**src/rtl/mcu_spi_link_pkg.sv**
```systemverilog
// Shared types for the MCU SPI physical link: FSM state encoding and watchdog width.
package mcu_spi_link_pkg;

    typedef enum logic [1:0] {
        IDLE    = 2'd0,
        ACTIVE  = 2'd1,
        STRETCH = 2'd2,
        GAP     = 2'd3
    } link_state_e;

    localparam int WDOG_W = 16;

endpackage

```
**src/rtl/mcu_spi_link_ready_filter.sv**
```systemverilog
// mcu_ready_filter: 2-FF synchronizer, low-level deglitch counter and one-cycle falling-edge pulse
// for an asynchronous active-low MCU strobe. Pin-low to pulse latency is 2 + FILTER_LEN cycles.
module mcu_ready_filter #(
    parameter int FILTER_LEN = 3
) (
    input  logic clk,
    input  logic rst_n,
    input  logic strobe_n,
    output logic fall_pulse
);

    localparam int CNT_W = $clog2(FILTER_LEN + 1);

    logic             sync1_q, sync1_d;
    logic             sync2_q, sync2_d;
    logic [CNT_W-1:0] cnt_q, cnt_d;
    logic             pulse_q, pulse_d;

    always_comb begin
        sync1_d = strobe_n;
        sync2_d = sync1_q;
        cnt_d   = cnt_q;
        pulse_d = 1'b0;
        if (sync2_q) begin
            cnt_d = '0;
        end else if (cnt_q != CNT_W'(FILTER_LEN)) begin
            // Saturating count: the pulse fires only on the step into FILTER_LEN.
            cnt_d   = cnt_q + 1'b1;
            pulse_d = (cnt_q == CNT_W'(FILTER_LEN - 1));
        end
    end

    always_ff @(posedge clk or negedge rst_n) begin
        if (!rst_n) begin
            sync1_q <= 1'b1;
            sync2_q <= 1'b1;
            cnt_q   <= '0;
            pulse_q <= 1'b0;
        end else begin
            sync1_q <= sync1_d;
            sync2_q <= sync2_d;
            cnt_q   <= cnt_d;
            pulse_q <= pulse_d;
        end
    end

    assign fall_pulse = pulse_q;

endmodule

```
**src/rtl/mcu_spi_link.sv**
```systemverilog
// Physical-side MCU SPI stage: ready conditioning, SCK enable, MOSI/CS retime, CS gap and stretch
// watchdog. Define MCU_SPI_LOOPBACK_EN to add LoopbackSel (SPIDi from registered MOSI, pins idle).
module mcu_spi_link
    import mcu_spi_link_pkg::*;
#(
    parameter int FILTER_LEN     = 3,
    parameter int TIMEOUT_CYCLES = 65535,
    parameter int CS_GAP         = 4
) (
    input  logic SClk,
    input  logic nReset,
    input  logic SPIClkRunning,
    input  logic SPIClkStretch,
    input  logic SPIDo,
    input  logic nMCUSel,
    output logic SPIDi,
    output logic MCUReadyFallingEdge,
    output logic MCUSckEn,
    output logic MCUMosi,
    output logic nMCUCs,
    input  logic MCUMiso,
    input  logic MCUReady,
    output logic CsGapBusy,
    output logic Timeout,
`ifdef MCU_SPI_LOOPBACK_EN
    input  logic LoopbackSel,
`endif
    input  logic TimeoutClr
);

    localparam int GAP_W = (CS_GAP > 1) ? $clog2(CS_GAP) : 1;

    link_state_e       state_q, state_d;
    logic [WDOG_W-1:0] wdog_q, wdog_d;
    logic [GAP_W-1:0]  gap_q, gap_d;
    logic              sck_en_q, sck_en_d;
    logic              mosi_q, mosi_d;
    logic              cs_n_q, cs_n_d;
    logic              timeout_q, timeout_d;
    logic              ready_edge;
    logic              wdog_hit;
    logic              pulse;
    logic              tmo_set;
    logic              lb_sel;

`ifdef MCU_SPI_LOOPBACK_EN
    assign lb_sel = LoopbackSel;
`else
    assign lb_sel = 1'b0;
`endif

    mcu_ready_filter #(
        .FILTER_LEN(FILTER_LEN)
    ) u_ready_filter (
        .clk       (SClk),
        .rst_n     (nReset),
        .strobe_n  (MCUReady),
        .fall_pulse(ready_edge)
    );

    assign wdog_hit = (wdog_q == WDOG_W'(TIMEOUT_CYCLES - 1));

    always_comb begin
        state_d = state_q;
        wdog_d  = '0;
        gap_d   = '0;
        pulse   = 1'b0;
        tmo_set = 1'b0;
        unique case (state_q)
            IDLE: begin
                if (!nMCUSel) state_d = ACTIVE;
            end
            ACTIVE: begin
                if (nMCUSel)            state_d = GAP;
                else if (SPIClkStretch) state_d = STRETCH;
            end
            STRETCH: begin
                wdog_d = wdog_q + 1'b1;
                if (nMCUSel) begin
                    state_d = GAP;
                end else if (ready_edge || wdog_hit) begin
                    // A genuine ready edge on the timeout cycle wins; no timeout is flagged.
                    state_d = ACTIVE;
                    pulse   = 1'b1;
                    tmo_set = wdog_hit && !ready_edge;
                end
            end
            GAP: begin
                gap_d = gap_q + 1'b1;
                if (gap_q == GAP_W'(CS_GAP - 1)) state_d = IDLE;
            end
            default: state_d = IDLE;
        endcase

        sck_en_d  = SPIClkRunning && !SPIClkStretch && !nMCUSel && !lb_sel;
        mosi_d    = SPIDo;
        // CS is held high for every cycle the link sits in the gap, even if the engine reselects.
        cs_n_d    = nMCUSel || (state_d == GAP) || lb_sel;
        timeout_d = tmo_set || (timeout_q && !TimeoutClr);
    end

    always_ff @(posedge SClk or negedge nReset) begin
        if (!nReset) begin
            state_q   <= IDLE;
            wdog_q    <= '0;
            gap_q     <= '0;
            sck_en_q  <= 1'b0;
            mosi_q    <= 1'b1;
            cs_n_q    <= 1'b1;
            timeout_q <= 1'b0;
        end else begin
            state_q   <= state_d;
            wdog_q    <= wdog_d;
            gap_q     <= gap_d;
            sck_en_q  <= sck_en_d;
            mosi_q    <= mosi_d;
            cs_n_q    <= cs_n_d;
            timeout_q <= timeout_d;
        end
    end

    assign MCUReadyFallingEdge = pulse;
    assign MCUSckEn            = sck_en_q;
    assign MCUMosi             = mosi_q;
    assign nMCUCs              = cs_n_q;
    assign CsGapBusy           = (state_q == GAP);
    assign Timeout             = timeout_q;
    assign SPIDi               = lb_sel ? mosi_q : MCUMiso;

endmodule

```
**config.mk**
```make
export PLATFORM = sky130hd
export DESIGN_NAME = mcu_spi_link
export DESIGN_NICKNAME = d
export VERILOG_FILES = /design/src/rtl/mcu_spi_link_pkg.sv /design/src/rtl/mcu_spi_link_ready_filter.sv /design/src/rtl/mcu_spi_link.sv
export SDC_FILE = /design/constraint.sdc
export NUM_CORES = 1
export LEC_CHECK = 0
export BUFFER_PORTS_ARGS = -buffer_cell sky130_fd_sc_hd__buf_2
export CAP_MARGIN = 30
export CORE_MARGIN = 2
export CORE_UTILIZATION = 50
export DETAILED_ROUTE_END_ITERATION = 6
export GPL_TIMING_DRIVEN = 0
export PLACE_DENSITY = 0.69
export RECOVER_POWER = 50
export SYNTH_ARGS = -nofsm -noshare
export SYNTH_HDL_FRONTEND = slang
export SYNTH_SLANG_ARGS = --single-unit
```
**constraint.sdc**
```tcl
create_clock -name SClk -period 3.3 [get_ports SClk]
set_input_delay 0.165 -clock SClk [delete_from_list [all_inputs] [get_ports SClk]]
set_output_delay 0.165 -clock SClk [all_outputs]
set_load 0.005 [all_outputs]
```
==> qor.csv, run 1 <==
metric;value;unit
status;complete, but fails checks;
failed_checks;capacitance limit, slew limit;
crit_chain;nand4_1 -> clkbuf_1 -> nor4_1 -> o21a_1 -> buf_2;
antenna_found_initial;0;
r2r_start;wdog_q[5];
post-route-min-period;2.22;ns
syn_area_per_cell;10.4;um^2
worstSetupPathType;flop to output pin;
ctsHtreeMaxLevel;2;
ctsResizeCount;0;
hold_end;MCUSckEn;
grt_pass1_vias;997;
ys_async_sr_fraction;100;%
start_kind;flop;
floorplan.core_area;2520;um^2
synth_area;1360;um^2
start_util;53.9;%
drt_iter0_drc;41;
slew_viol_final;30;
max_freq;0.450;GHz
syn-num-nets;145;
cts_made_buffers;5;
crit_slowest_cell;nor4_1;
area_growth;15.0;%
routed_wirelength;2.58;mm
clockRootBuffer;clkbuf_4;
antenna_cells;0;
port_buffers;14;
max-slew-margin-rel;-1.07;%
place_area;1470;um^2
rows;18;
holdPathStages;2;
crit_required;3.13;ns
synth-warning-count;0;
postRouteAntennaNets;0;
synth_flop_cell;dfrtp_1;
worst_pin_slew;1.52;ns
cts_buffer_depth;2;
nNetsFinal;170;
io_pins;16;
globalRouteOverflowTotal;0;
num_vias;1053;
numClockSinks;29;
drt_drc_violations_left;0;
critical-path-max-stage-delay;0.57;ns
hold_viol_final;0;
wire_per_inst;13.8;um
clkTransAtPathRegs;0.09;ns
yosysSeqAreaShare;53.8;%
worstPathMaxFanout;10;
viasPerCell;5.63;
hold_path_startpoint;nMCUSel;
track_usage;18.5;%
chipWidth;56.1;um
r2r-end;state_q[1];
vdd_drop_max;406;uV
synth_edf_count;0;
yosysMostFrequentCell;dfrtp_1;
post-route-cell-area;1560;um^2
tritoncts;built;
ys_ff_latch;29;
cts_setup_buffers;0;
min_period_over_period;67.3;%
r2r_cells;4;
synth_area_leader_cell;dfrtp_1;
clock_skew;0.0128;ns
setup_tns;0;ns
critPathTopFamily;simple AND/OR/NAND/NOR gates;
max_cap_violations;1;
p_per_area;551;nW/um^2
dieArea;3150;um^2
clock_latency;0.34;ns
grt_max_degree;30;
postCtsHoldBufs;4;
synth.distinct_cells;32;
drive_gt1_share;15.9;%
synthCells;131;
crit_path_end_kind;output pin;
hold_class;primary input to flop;
dp_slack;1.45;ns
path_buf_inv;2;
synth_top_area_share;46.0;%
synth_common_cells;dfrtp_1 (25), nor2_1 (11), inv_1 (9);
crit_arrival;2.06;ns
synthTopCellsByArea;dfrtp_1 (46%), dfstp_2 (7.7%), ha_1 (4.6%);
die_h;56.1;um
grt_setup_unrepaired;false;
gp_congestion;0.751;
p_leak;0.000676;uW
setup_ws;1.08;ns
setup_viol;0;
post-dp-hpwl;1.79;mm
firstDrtPassIters;4;
grt_pass1_wl;4.44;mm
rrSetupSlack;1.54;ns
==> state kept, by name, summed over array words and instances, names as in the netlist <==
| register | count |
|---|---|
| wdog_q | 16 |
| gap_q | 2 |
| state_q | 2 |
| u_ready_filter.cnt_q | 2 |
| MCUMosi | 1 |
| MCUSckEn | 1 |
| Timeout | 1 |
| nMCUCs | 1 |
| u_ready_filter.fall_pulse | 1 |
| u_ready_filter.sync1_q | 1 |
| u_ready_filter.sync2_q | 1 |
==> power by group <==
| part | internal (uW) | switching (uW) |
|---|---|---|
| logic | 81.1 | 117 |
| clock network | 105 | 117 |
| registers | 404 | 37.4 |
| total | 590 | 271 |
==> layer usage <==
metal	part of all wire, %	wire length, um	GRT usage, %
met1	46	1190	23.5
met2	45	1160	28.1
met3	6.2	159	6.51
met4	2.6	68	9.18
met5	0	0	0
==> cell usage in the layout, fill, tap and decap left out, types with 6 or more instances in the layout <==
cell type / count
dfrtp_1: 25
buf_2: 13
nor2_1: 11
inv_1: 9
a21oi_1: 8
nand2_1: 7
o21ai_0: 6
clkbuf_1: 6
clkbuf_4: 6
==> worst max path at each step <==
| stage | startpoint | to | cells past startpoint |
|---|---|---|---|
| after floorplan | wdog_q[0] | state_q[0] | 5 |
| after global placement | wdog_q[5] | MCUReadyFallingEdge | 5 |
| after detailed placement | wdog_q[5] | MCUReadyFallingEdge | 5 |
| after CTS | wdog_q[5] | MCUReadyFallingEdge | 5 |
| after global routing | wdog_q[5] | MCUReadyFallingEdge | 5 |
| final | wdog_q[5] | MCUReadyFallingEdge | 5 |
==> kinds of logic after synthesis <==
logic type | synth area share, %
AOI/OAI and AO/OA | 10.6
xor gates and xnor gates | 2.58
adders and majority gates | 4.60
buffers and inverters | 3.96
DFF | 53.8
muxes | 2.95
and+or+nand+nor | 21.5
==> per-stage QoR <==
step	utilization, %	hold slack (ns)	std cells	power, uW
detailed placement	58.1	0.227	175	647
global placement	58.1	0.215	175	636
floorplan	-	-0.131	131	579
CTS	62.1	0.0443	187	879
global route	62.0	0.0692	187	929
finish	62.0	0.0682	187	861
==> cell type report <==
type | instances | area [um^2]
inverter | 9 | 33.8
multi-input combinational | 89 | 574
clock buffer | 8 | 58.8
buffer | 4 | 20.0
sequential | 29 | 731
fill | 222 | 960
timing repair buffer | 18 | 108
tap | 30 | 37.5
(Power assumes the default switching activity.)
==> run 2: changes to the inputs <==
PLACE_DENSITY = 0.72   (was 0.69)
clock period = 1.8 ns   (was 3.3 ns; I/O delays follow)
==> qor.csv, run 2 (synthesis gave the netlist of run 1 again) <==
metric;value;unit;change
p_leak;0.000731;uW;+8.1%
ctsHtreeMaxLevel;2;;unchanged
start_kind;flop;;
dp.cells;175;;unchanged
ff_latch_area;731;um^2;unchanged
slew_viol_final;0;;-100%
clock_skew;0.0139;ns;+0.00114 ns
final_cell_mix;dfrtp_1 (25), buf_2 (13), nor2_1 (11);;
track_usage;20.1;%;+1.6 points
post-dp-hpwl;1.82;mm;+2.2%
start_util;53.9;%;unchanged
dieArea;3150;um^2;unchanged
clkTransAtPathRegs;0.09;ns;about the same
status;finished, final reports clean;;
seq_power_share;51.2;%;about the same
worstSetupPathType;flop to output pin;;
clockRootBuffer;clkbuf_4;;
worstPathMaxFanout;5;;-5
firstDrtPassIters;4;;unchanged
grt_max_degree;30;;unchanged
timing.hold.ws;0.0108;ns;-0.0574 ns
globalRouteOverflowTotal;0;;unchanged
combPwrFrac;23.8;%;+0.8 points
post-route-cell-area;1630;um^2;+4.6%
hold_viol_final;0;;unchanged
setup_ws;0.0233;ns;-1.05 ns
dp_slack;0.0541;ns;-1.39 ns
antenna_cells;0;;unchanged
viasPerCell;5.58;;-0.90%
min_period_over_period;98.7;%;
r2r_cells;4;;unchanged
top_register;wdog_q;;
setup_viol;0;;unchanged
grt_pass1_wl;4.89;mm;+10%
wire_per_inst;13.6;um;-1.3%
p_per_area;970;nW/um^2;+76%
switching_share;31.7;%;+0.17 points
die_h;56.1;um;unchanged
chipWidth;56.1;um;unchanged
gp_congestion;0.749;;-0.27%
area_growth;20.3;%;
io_pins;16;;unchanged
rows;18;;unchanged
drive_gt1_share;20.9;%;+4.9 points
tritoncts;built;;
max-slew-margin-rel;53.9;%;+55 points
vdd_drop_max;798;uV;+96%
nFillCells;217;;-2.3%
crit_arrival;1.69;ns;-0.37 ns
postRouteAntennaNets;0;;unchanged
numClockSinks;29;;unchanged
floorplan.core_area;2520;um^2;unchanged
setup_tns;0;ns;unchanged
crit_path_end_kind;output pin;;
max_freq;0.563;GHz;
drt_iter0_drc;32;;-22%
cts_buffer_depth;2;;unchanged
clock_latency;0.32;ns;-0.02 ns
instances_no_fill;193;;+3.2%
grt_setup_unrepaired;true;;
max_cap_violations;0;;-1
largest_reg_flops;16;;unchanged
grt_pass1_vias;1132;;+14%
crit_required;1.71;ns;-1.42 ns
place_area;1470;um^2;unchanged
multi_input_area;589;um^2;+2.6%
antenna_found_initial;0;;unchanged
hold_class;primary input to flop;;
port_buffers;14;;unchanged
worst_pin_slew;0.692;ns;-0.824 ns
cts_made_buffers;5;;unchanged
num_vias;1077;;+2.3%
drt_drc_violations_left;0;;unchanged
p_int;1080;uW;+84%
routed_wirelength;2.63;mm;+1.9%
nNetsFinal;176;;+3.5%
final_common_cell;dfrtp_1;;
power.switching;502;uW;+85%
post-route-min-period;1.78;ns;
holdPathStages;2;;unchanged
power.share.clock;25.0;%;-0.8 points
-- run 2: cell count changes in the layout (fill, tap and decap cells not counted) --
cell	delta
nor4_4	+1
clkbuf_2	+1
clkbuf_8	+1
clkbuf_1	-2
buf_4	+6
nor4_1	-1
-- run 2: repair_timing --
action,4_1_cts,5_1_grt
resized for setup,5,0
hold buffers,4,0
setup endpoints to repair,1,1
hold endpoints to repair,28,0
buffers inserted,4,2
pin swaps,1,2
-- run 2: worst max-delay path, cell delays in order (launching register included) --
cell and delay, ns:
dfrtp_1 0.36, nand4_1 0.21, clkbuf_8 0.22, nor4_4 0.31
o21a_1 0.15, buf_2 0.10
-- run 2: worst paths after layout --
kind	endpoint	start	slack (ns)
min	MCUSckEn	SPIClkRunning	0.01
min in group asynchronous	wdog_q[5]	nReset	0.34
max in group asynchronous	wdog_q[2]	nReset	1.01
min reg2reg	u_ready_filter.sync2_q	u_ready_filter.sync1_q	0.36
max	MCUReadyFallingEdge	wdog_q[6]	0.02
max reg2reg	state_q[0]	wdog_q[6]	0.10
-- run 2: power groups by stage --
stage | Clock (uW) | Sequential (uW) | Combinational (uW)
finish | 397 | 811 | 377
global route | 453 | 825 | 443
CTS | 411 | 810 | 385
detailed placement | 0 | 821 | 374
global placement | 0 | 817 | 349
floorplan | 0 | 807 | 255
-- run 2: final cells by class --
class                           instances  area share, %
Inverter                                9           2.07
Multi-Input combinational cell         89           36.1
Timing Repair Buffer                   24           9.42
Tap cell                               30           2.30
Sequential cell                        29           44.7
Buffer                                  4           1.84
Clock buffer                            8           3.60
-- run 2: per-layer routing --
metal / track usage [%] / share of wire [%]
met3: 6.74 / 5.1
met2: 32.9 / 50
met1: 24.4 / 44
met5: 0 / 0
met4: 7.82 / 1.3
-- run 2: through the flow --
stage / util, % / power, uW
4_1_cts: 64.2 / 1610
2_1_floorplan: - / 1060
6_report: 64.8 / 1590
3_3_place_gp: 58.1 / 1170
5_1_grt: 64.8 / 1720
3_5_place_dp: 58.1 / 1200
==> run 3: changes to the inputs <==
clock period = 1.5 ns   (was 1.8 ns; I/O delays follow)
==> qor.csv, run 3 (synthesis gave the netlist of run 1 again) <==
metric;value;unit;change
port_buffers;14;;unchanged
worstSetupPathType;flop to output pin;;
power.switching;643;uW;+28%
worstPathMaxFanout;5;;unchanged
clkTransAtPathRegs;0.10;ns;about the same
fin_util;69.9;%;+5.1 points
cts_made_buffers;5;;unchanged
dp_slack;-0.231;ns;-0.285 ns
numClockSinks;29;;unchanged
rows;18;;unchanged
final_common_cell;dfrtp_1;;
viasPerCell;5.71;;+2.2%
ctsHtreeMaxLevel;2;;unchanged
drt-met1-wl;1.28;mm;+11%
p_per_area;1120;nW/um^2;+15%
critPathTopFamily;simple AND/OR/NAND/NOR gates;;
setup_viol;7;;+7
grt_setup_unrepaired;true;;
worst_pin_slew;0.711;ns;+0.0187 ns
chipWidth;56.1;um;unchanged
start_util;53.9;%;unchanged
num_vias;1141;;+5.9%
drt_drc_violations_left;0;;unchanged
r2r_cells;4;;unchanged
critical-path-max-stage-delay;0.37;ns;about the same
antenna_cells;0;;unchanged
grt_max_degree;30;;unchanged
failed_checks;setup timing;;
antenna_found_initial;0;;unchanged
crit_chain;nand4_1 -> clkbuf_8 -> nor4_4 -> o21a_1 -> buf_2;;
top_layer;met4;;
floorplan.core_area;2520;um^2;unchanged
gp_congestion;0.749;;unchanged
drive_gt1_share;30.6;%;+9.7 points
wl_met3;166;um;+24%
io_pins;16;;unchanged
die_h;56.1;um;unchanged
power.share.clock;24.5;%;-0.5 points
cts_buffer_depth;2;;unchanged
timing.hold.ws;0.0487;ns;+0.0379 ns
setup_ws;-0.251;ns;-0.274 ns
nNetsFinal;183;;+4.0%
path_buf_inv;2;;unchanged
wire_per_inst;15.3;um;+13%
crit_arrival;1.68;ns;about the same
max-slew-margin-rel;52.6;%;-1.2 points
largest_reg_flops;16;;unchanged
vdd_drop_max;1030;uV;+29%
max_freq;0.571;GHz;
crit_slowest_cell;dfrtp_1;;
track_usage;21.7;%;+1.6 points
top_register;wdog_q;;
combPwrFrac;26.0;%;+2.2 points
final_cell_mix;dfrtp_1 (24), buf_2 (13), nor2_1 (11);;
crit_required;1.42;ns;-0.29 ns
grt_pass1_vias;1186;;+4.8%
max_cap_violations;0;;unchanged
globalRouteOverflowTotal;0;;unchanged
clockRootBuffer;clkbuf_4;;
wl_met2;1.59;mm;+22%
slew_viol_final;0;;unchanged
p_leak;0.000789;uW;+7.9%
seq_power_share;49.5;%;-1.7 points
start_kind;flop;;
clock_skew;0.0161;ns;+0.00224 ns
post-route-min-period;1.75;ns;
p_int;1330;uW;+22%
crit_path_end_kind;output pin;;
area_growth;29.7;%;
drt_iter0_drc;39;;+22%
grt_pass1_wl;5.30;mm;+8.5%
routed_wirelength;3.07;mm;+17%
holdPathStages;3;;+1
tritoncts;built;;
clock_latency;0.32;ns;about the same
min_period_over_period;117;%;
post-dp-hpwl;1.82;mm;unchanged
dieArea;3150;um^2;unchanged
firstDrtPassIters;4;;unchanged
worst-path-stages;5;;unchanged
hold_viol_final;0;;unchanged
postRouteAntennaNets;0;;unchanged
switching_share;32.7;%;+0.96 points
hold_class;primary input to flop;;
status;complete, but fails checks;;
run 3: cell types whose count changed in the layout (fill, tap and decap cells not counted), moves of 2 or more:
cell,change
buf_4,+4
a21oi_1,-2
a21oi_2,+2
buf_6,+2
clkbuf_1,-2
nor4_1,-2
o31ai_1,-2
o31ai_2,+2
run 3: area by class of cell:
class                      count  area (um^2)
fill                         197          759
sequential                    29          732
multi-input combinational     89          649
timing repair buffer          31          218
clock buffer                   8         58.8
tap                           30         37.5
buffer                         4         33.8
inverter                       9         33.8
run 3: path summary, 6_finish.rpt:
path | slack (ns) | to | from
min in group asynchronous | 0.33 | wdog_q[5] | nReset
hold reg to reg | 0.36 | u_ready_filter.sync2_q | u_ready_filter.sync1_q
setup / recovery | -0.25 | MCUReadyFallingEdge | wdog_q[6]
setup reg to reg | -0.22 | state_q[0] | wdog_q[6]
max in group asynchronous | 0.66 | wdog_q[3] | nReset
hold / removal | 0.05 | Timeout | TimeoutClr
run 3: metal layers:
| layer | vias up | GRT usage [%] |
|---|---|---|
| met1 | 555 | 26.4 |
| met5 | - | 0 |
| met2 | 35 | 37.0 |
| met3 | 4 | 5.35 |
| met4 | 0 | 8.50 |
| li1 | 547 | - |
run 3: timing repair:
action                     CTS  global route
setup buffers               10             3
pin swaps                    4             6
hold buffers                 5             0
setup endpoints to repair   11            13
gates resized for setup      7            16
cloned                       0             0
hold endpoints to repair    28             0
run 3: worst register-to-register path, cell delays in order (launching register included):
cell,delay [ns]
dfrtp_1,0.37
nand4_1,0.22
buf_4,0.21
or4_1,0.55
a222oi_1,0.27
run 3: through the flow:
step / cells / TNS (ns) / area [um^2] / power, uW
2_1_floorplan: 131 / 0 / 1360 / 1270
3_5_place_dp: 175 / -0.866 / 1470 / 1430
5_1_grt: 200 / -1.71 / 1760 / 2120
6_report: 200 / -0.878 / 1760 / 1970
3_3_place_gp: 175 / -0.713 / 1470 / 1400
4_1_cts: 198 / -0.670 / 1690 / 1940
run 3: power groups by stage:
stage                     clock network, uW  registers (uW)  logic (uW)
after global placement                    0             981         419
after CTS                               493             964         486
final                                   482             973         513
after detailed placement                  0             985         449
after floorplan                           0             968         306
after global routing                    541             988         591
